File: config.mk
export PLATFORM = sky130hd
export DESIGN_NAME = mem_stage
export DESIGN_NICKNAME = d
export VERILOG_FILES = /design/src/rtl/mem_stage_pkg.sv /design/src/rtl/mem_stage_load_align.sv /design/src/rtl/mem_stage.sv
export SDC_FILE = /design/constraint.sdc
export NUM_CORES = 1
export LEC_CHECK = 0
export ABC_CLOCK_PERIOD_IN_PS = 2000
export BUFFER_PORTS_ARGS = -buffer_cell sky130_fd_sc_hd__buf_2
export CORE_ASPECT_RATIO = 0.75
export CORE_MARGIN = 3
export CORE_UTILIZATION = 40
export CTS_BUF_LIST = sky130_fd_sc_hd__clkbuf_4 sky130_fd_sc_hd__clkbuf_8 sky130_fd_sc_hd__clkbuf_16
export DETAILED_ROUTE_END_ITERATION = 10
export GPL_TIMING_DRIVEN = 0
export PLACE_DENSITY_LB_ADDON = 0.12
export SLEW_MARGIN = 20
export SYNTH_ARGS = -nofsm -noshare
export SYNTH_HDL_FRONTEND = slang
export SYNTH_SLANG_ARGS = --single-unit
export TNS_END_PERCENT = 50
File: constraint.sdc
create_clock -name clk -period 2 [get_ports clk]
set_input_delay 0.3 -clock clk [delete_from_list [all_inputs] [get_ports clk]]
set_output_delay 0.3 -clock clk [all_outputs]
set_load 0.02 [all_outputs]
File: src/rtl/mem_stage_pkg.sv
// mem_stage_pkg
//   Shared widths, stall encoding, load opcodes and bus layouts for the MEM
//   stage of the five-stage MIPS pipeline.
//   Also provides access-size helpers used by the optional misalignment
//   checker (enabled by defining MEM_ADDR_CHECK_EN).
package mem_stage_pkg;

    // Bus widths shared with the neighbouring pipeline stages.
    localparam int EX_TO_MEM_WD = 82;
    localparam int MEM_TO_WB_WD = 70;
    localparam int MEM_TO_ID_WD = 38;
    localparam int StallBus     = 6;

    // Stall vector encoding and the bit positions this stage looks at.
    localparam logic Stop      = 1'b1;
    localparam logic NoStop    = 1'b0;
    localparam int   STALL_EX  = 3;
    localparam int   STALL_MEM = 4;

    // Load type codes carried in ld_type (the MIPS primary opcodes).
    localparam logic [5:0] OP_LB  = 6'b100000;
    localparam logic [5:0] OP_LBU = 6'b100100;
    localparam logic [5:0] OP_LH  = 6'b100001;
    localparam logic [5:0] OP_LHU = 6'b100101;
    localparam logic [5:0] OP_LW  = 6'b100011;

    // Store byte-enable patterns that identify half-word and word stores.
    localparam logic [3:0] WEN_HALF = 4'b0011;
    localparam logic [3:0] WEN_WORD = 4'b1111;

    // EX-to-MEM bus, MSB first exactly as EX packs it.
    typedef struct packed {
        logic [5:0]  ld_type;
        logic [31:0] pc;
        logic        ram_en;
        logic [3:0]  ram_wen;
        logic        sel_rf_res;
        logic        rf_we;
        logic [4:0]  rf_waddr;
        logic [31:0] ex_result;
    } ex_to_mem_t;

    // MEM-to-WB bus; its low MEM_TO_ID_WD bits form the forwarding bus.
    typedef struct packed {
        logic [31:0] pc;
        logic        rf_we;
        logic [4:0]  rf_waddr;
        logic [31:0] rf_wdata;
    } mem_to_wb_t;

    // True for lh/lhu or a half-word store.
    function automatic logic is_half_access(input logic [5:0] ld_type,
                                            input logic [3:0] ram_wen);
        return (ld_type == OP_LH) || (ld_type == OP_LHU) || (ram_wen == WEN_HALF);
    endfunction

    // True for lw or a full-word store.
    function automatic logic is_word_access(input logic [5:0] ld_type,
                                            input logic [3:0] ram_wen);
        return (ld_type == OP_LW) || (ram_wen == WEN_WORD);
    endfunction

endpackage

File: src/rtl/mem_stage_load_align.sv
// load_align
//   Purely combinational load-data alignment. Picks the addressed byte or
//   half-word out of a little-endian 32-bit SRAM word and sign/zero extends
//   it according to the load type.
// Ports:
//   ld_type   in  6   load opcode (OP_LB/LBU/LH/LHU/LW, anything else -> 0)
//   off       in  2   byte offset within the word (address bits [1:0])
//   rd        in  32  raw read data word
//   load_data out 32  aligned, extended result
module load_align
    import mem_stage_pkg::*;
(
    input  logic [5:0]  ld_type,
    input  logic [1:0]  off,
    input  logic [31:0] rd,
    output logic [31:0] load_data
);

    logic [7:0]  byte_v;
    logic [15:0] half_v;

    always_comb begin
        // Lane k sits at rd[8k+7:8k]; half-words are chosen by off[1] only,
        // so a misaligned half still returns the enclosing aligned half.
        byte_v = rd[{off, 3'b000} +: 8];
        half_v = off[1] ? rd[31:16] : rd[15:0];

        case (ld_type)
            OP_LB:   load_data = {{24{byte_v[7]}}, byte_v};
            OP_LBU:  load_data = {24'h0, byte_v};
            OP_LH:   load_data = {{16{half_v[15]}}, half_v};
            OP_LHU:  load_data = {16'h0, half_v};
            OP_LW:   load_data = rd;
            default: load_data = 32'h0;
        endcase
    end

endmodule

File: src/rtl/mem_stage.sv
// mem_stage
//   Memory-access stage of the five-stage MIPS pipeline. Registers the
//   EX-to-MEM bus, aligns the synchronous data-SRAM read data for loads,
//   selects the register-file write value and drives the WB and ID
//   (forwarding) buses. A small hold buffer keeps load data stable while
//   MEM is stalled, since the SRAM only presents valid data in the first
//   cycle a load occupies MEM.
//
//   Optional feature: define MEM_ADDR_CHECK_EN to flag misaligned half-word
//   and word accesses on mem_addr_err and suppress their register write.
//   Without it mem_addr_err is tied low.
//
// Ports:
//   clk              in  1   clock, rising edge
//   rst              in  1   synchronous active-high reset
//   stall            in  6   stall vector (bit 3 = EX, bit 4 = MEM)
//   ex_to_mem_bus    in  82  registered EX results (see ex_to_mem_t)
//   data_sram_rdata  in  32  SRAM read data, valid in the load's first MEM cycle
//   mem_to_wb_bus    out 70  {pc, rf_we, rf_waddr, rf_wdata}
//   mem_to_id_bus    out 38  {rf_we, rf_waddr, rf_wdata} for forwarding
//   mem_addr_err     out 1   misaligned access flag
module mem_stage
    import mem_stage_pkg::*;
(
    input  logic                    clk,
    input  logic                    rst,
    input  logic [StallBus-1:0]     stall,
    input  logic [EX_TO_MEM_WD-1:0] ex_to_mem_bus,
    input  logic [31:0]             data_sram_rdata,
    output logic [MEM_TO_WB_WD-1:0] mem_to_wb_bus,
    output logic [MEM_TO_ID_WD-1:0] mem_to_id_bus,
    output logic                    mem_addr_err
);

    ex_to_mem_t  bus_q,     bus_d;
    logic        fresh_q,   fresh_d;
    logic [31:0] rdata_h_q, rdata_h_d;
    logic        hold_v_q,  hold_v_d;

    logic        ex_stop;
    logic        mem_stop;
    logic [31:0] rd;
    logic [31:0] load_data;
    logic [31:0] rf_wdata;
    logic        addr_err;
    mem_to_wb_t  wb_out;

    assign ex_stop  = (stall[STALL_EX]  == Stop);
    assign mem_stop = (stall[STALL_MEM] == Stop);

    // Input register. When EX stalls but MEM moves on, a bubble is pushed
    // so the instruction in MEM is not retired twice. fresh marks the one
    // cycle after a capture or bubble, the only cycle the SRAM data is live.
    always_comb begin
        bus_d   = bus_q;
        fresh_d = 1'b0;
        if (ex_stop && !mem_stop) begin
            bus_d   = '0;
            fresh_d = 1'b1;
        end else if (!ex_stop) begin
            bus_d   = ex_to_mem_t'(ex_to_mem_bus);
            fresh_d = 1'b1;
        end
    end

    // Hold buffer: a stalled load snapshots the SRAM word on its first
    // cycle so the output stays constant even if the SRAM data moves on.
    // Clearing whenever MEM advances guarantees a bubble or the next
    // instruction never sees the stale snapshot.
    always_comb begin
        hold_v_d  = hold_v_q;
        rdata_h_d = rdata_h_q;
        if (!mem_stop) begin
            hold_v_d = 1'b0;
        end else if (fresh_q && bus_q.ram_en && (bus_q.ram_wen == 4'b0000)) begin
            hold_v_d  = 1'b1;
            rdata_h_d = data_sram_rdata;
        end
    end

    always_ff @(posedge clk) begin
        if (rst) begin
            bus_q     <= '0;
            fresh_q   <= 1'b0;
            rdata_h_q <= 32'h0;
            hold_v_q  <= 1'b0;
        end else begin
            bus_q     <= bus_d;
            fresh_q   <= fresh_d;
            rdata_h_q <= rdata_h_d;
            hold_v_q  <= hold_v_d;
        end
    end

    assign rd = hold_v_q ? rdata_h_q : data_sram_rdata;

    load_align u_load_align (
        .ld_type   (bus_q.ld_type),
        .off       (bus_q.ex_result[1:0]),
        .rd        (rd),
        .load_data (load_data)
    );

    // Stores and ALU ops carry sel_rf_res=0 and pass ex_result through.
    assign rf_wdata = bus_q.sel_rf_res ? load_data : bus_q.ex_result;

`ifdef MEM_ADDR_CHECK_EN
    logic half_acc;
    logic word_acc;

    assign half_acc = is_half_access(bus_q.ld_type, bus_q.ram_wen);
    assign word_acc = is_word_access(bus_q.ld_type, bus_q.ram_wen);
    assign addr_err = (half_acc && bus_q.ex_result[0])
                   || (word_acc && (bus_q.ex_result[1:0] != 2'b00));
`else
    assign addr_err = 1'b0;
`endif

    // A flagged access must not update the register file, so rf_we is
    // masked on both buses (the ID bus is a slice of the WB bus).
    always_comb begin
        wb_out          = '0;
        wb_out.pc       = bus_q.pc;
        wb_out.rf_we    = bus_q.rf_we && !addr_err;
        wb_out.rf_waddr = bus_q.rf_waddr;
        wb_out.rf_wdata = rf_wdata;
    end

    assign mem_to_wb_bus = wb_out;
    assign mem_to_id_bus = wb_out[MEM_TO_ID_WD-1:0];
    assign mem_addr_err  = addr_err;

endmodule

==> flow_summary.yaml <==
worst_setup_path:
  critPathMaxFanout: 6
  reg2reg_depth: 5
  r2r_end: "rdata_h_q[25]"
  path_class: "flop to primary output"
  crit_required_ps: 1700
  regToRegSetupSlack_ps: 250
  worstSetupStartpoint: "bus_q[79]"
  start_kind: "flop"
  endpoint_kind: "primary output"
  critPathArrivalTime_ps: 2410
  reg2reg_from: "bus_q[42]"
power_and_ir_drop:
  internal-power_mw: 4.83
  p_sw_mw: 1.75
  leakage_nw: 4.38
  irDropWorstVdd_v: 0.000557
  p_comb_share_pct: 14.9
  switching_share_pct: 26.6
  p_per_area_mw_per_mm2: 719
  seqPwrFrac_pct: 37.4
  clkPwrFrac_pct: 47.7
sta:
  min_period_ps: 2710
  clock_skew_ps: 7.32
  setup_ws_ps: -706
  rsz0062_at_grt: "true"
  hold-worst-slack_ps: 102
  timing.fmax_ghz: 0.370
  final.setup.tns_ps: -39130
  tightest_slew_ps: 700
  finalSetupViolCount: 64
  drv_slew: 0
  finalHoldViolCount: 0
  fin_crit_sh_pct: 135
  slew_headroom_pct: 53.3
logic_synthesis:
  ys_ff_latch: 116
  synthAdderAreaFrac_pct: 0
  yosysTopAreaCellShare_pct: 36.5
  postSynthAreaPerCell_um2: 9.23
  yosys.area_share.simple_pct: 15.2
  synth-edff-count: 0
  synth-main-ff-cell: "dfxtp_1"
  ys_warn_count: 0
  synthDistinctLibCells: 41
  syn_nets: 811
  synth_xor_area_share_pct: 0
  netlist_area_mm2: 0.00636
  muxShareOfSynthArea_pct: 26.0
  synth_seq_area_share_pct: 36.5
  ys_async_sr_fraction_pct: 0
  synth_compound_area_share_pct: 9.46
  synth_largest_area_cell: "dfxtp_1"
  synthTopCellsByArea: "dfxtp_1 (37%), mux2i_1 (19%), buf_4 (9.4%), nor2_1 (8.4%), mux2_2 (5.0%)"
  synthCells: 689
  synth_top_family_by_area: "multiplexers"
cells_and_area:
  fillCellCount: 1380
  nets: 1075
  drive_above_1_share_pct: 47.4
  final_area_mm2: 0.00914
  register_area_mm2: 0.00233
  multi_input_area_mm2: 0.00356
  syn_to_final_growth_pct: 43.7
routing:
  wl_per_cell_um: 16.7
  routed_wirelength_um: 19500
  postRouteAntennaNets: 0
  drt_iter0_markers: 260
  dr_total_vias: 5732
  drc: 0
  drt-pass1-iter-count: 5
  viasPerCell: 4.89
worst_hold_path:
  min_to: "fresh_q"
  holdPathStages: 2
  hold_path_class: "input port to flop"
  hold_start: "stall[4]"
floorplanning:
  core-area_mm2: 0.0154
  start_util_pct: 41.2
  die_x_um: 152
  die_height_um: 115
  num_io_pins: 231
  rows: 39
  die-area_mm2: 0.0175
clock_tree:
  ctsRootBufferMaster: "clkbuf_16"
  path_clk_slew_ps: 60
  h-tree-depth: 4
  clock_sinks: 116
  cts_hold_buf: 0
  clk_latency_ps: 410
  cts_inserted_buffers: 17
  cts_buffer_depth: 2
  cts_tree: "built"
run:
  max_cap_viol_count: 0
placement:
  place_area_mm2: 0.00800
  hpwl_um: 14400
  place_congestion: 0.826
  port_buffers: 224
  post-place-ws_ps: -621
global_routing:
  grt_usage_pct: 21.9
  grt.overflow.total: 0
  grt_pass1_vias: 5301
  antenna_found_initial: 3
  grt_max_degree: 17
  grt_pass1_wl_um: 29000
outcome:
  violations: "setup timing"
  status: "complete, but fails checks"
## Yosys cell counts (2+ instances only)
library cell / instances
nor2_1: 143
mux2i_1: 118
dfxtp_1: 116
buf_4: 80
mux2_2: 28
nand2_1: 26
a21oi_1: 25
nor2b_1: 25
clkbuf_1: 20
buf_2: 18
a31oi_2: 15
a31oi_1: 12
a21o_1: 7
mux4_2: 7
nand3_1: 7
o211ai_1: 7
inv_1: 5
nand2b_1: 3
buf_6: 2
nand4_1: 2
nor3_1: 2
o21bai_1: 2
## layout make-up
cell class	count	share of cell area (%)
clock buffers	17	4.65
flip-flops and latches	116	25.5
clock inverters	15	1.98
plain buffers	119	9.32
diodes	1	0.0274
multi-input cells	447	39.0
inverters	5	0.205
repair buffers	247	16.5
well taps	205	2.81
## state kept, by name (all words and copies together), names as in the netlist
register / count
bus_q: 44
hold_v_q: 1
mem_to_wb_bus: 32
fresh_q: 1
mem_to_id_bus: 6
rdata_h_q: 32
## critical path, cell delays in order, from the launching register on
cell	delay, ps
dfxtp_4	350
or4b_4	560
buf_4	170
nor3_4	170
nor2_4	80
o211ai_1	370
buf_4	180
buf_4	130
## worst max-delay path by stage
stage	endpoint	slack [ps]	cells after the start
finish	mem_to_wb_bus[3]	-710	7
global route	mem_to_wb_bus[31]	-770	7
floorplan	mem_to_wb_bus[20]	-180	7
global placement	mem_to_wb_bus[29]	-600	7
CTS	mem_to_wb_bus[24]	-740	8
detailed placement	mem_to_wb_bus[9]	-620	7
## power groups by stage
stage | sequential, mW | clock (mW) | combinational (mW)
2_1_floorplan | 2.49 | 0 | 0.625
3_3_place_gp | 2.51 | 0 | 0.915
3_5_place_dp | 2.51 | 0 | 0.922
4_1_cts | 2.46 | 3.19 | 0.971
5_1_grt | 2.47 | 3.30 | 1.06
6_report | 2.46 | 3.13 | 0.981
## layer usage
layer  routed length (um)  global-route usage [%]  share of wire, %
met1                 8970                    31.3                46
met4                  163                    4.85              0.83
met2                 8570                    32.7                44
met5                   35                       0              0.18
met3                 1790                    6.62               9.2
## layout by cell type (no fill, tap or decap), drive strengths merged
cell / n
clkinv: 8
nor3: 2
or3: 1
nor2b: 25
dfxtp: 116
o211ai: 8
a31oi: 28
bufinv: 3
a2bb2oi: 1
or4b: 1
nand3b: 1
clkbuf: 38
or3b: 1
a21o: 7
clkinvlp: 2
a21oi: 25
and3: 1
a211oi: 1
nor4b: 2
diode: 1
o21ai: 1
nand3: 7
nand4: 3
inv: 7
and2: 1
o21bai: 2
buf: 345
nand2: 26
mux4: 7
nor2: 144
nand2b: 3
mux2i: 118
conb: 1
a41oi: 1
mux2: 28
a221oi: 1
## metrics by stage
stage	utilization, %	power (mW)	instances
floorplan	-	3.12	689
global placement	51.9	3.42	1118
detailed placement	51.9	3.43	1118
CTS	58.4	6.62	1172
global route	59.3	6.83	1171
finish	59.3	6.57	1172
## cells by family after synthesis
family                 count (synthesis)
buffers and inverters                126
DFF                                  116
and+or+nand+nor                      218
other                                  1
AOI/OAI and AO/OA                     75
muxes                                153
## what timing repair did
action / 4_1_cts / 5_1_grt
resized for setup: 59 / 65
endpoints found under the setup margin: 64 / 75
cloned: 2 / 0
pin swaps: 5 / 18
buffers inserted: 20 / 4
(Power assumes the default switching activity.)
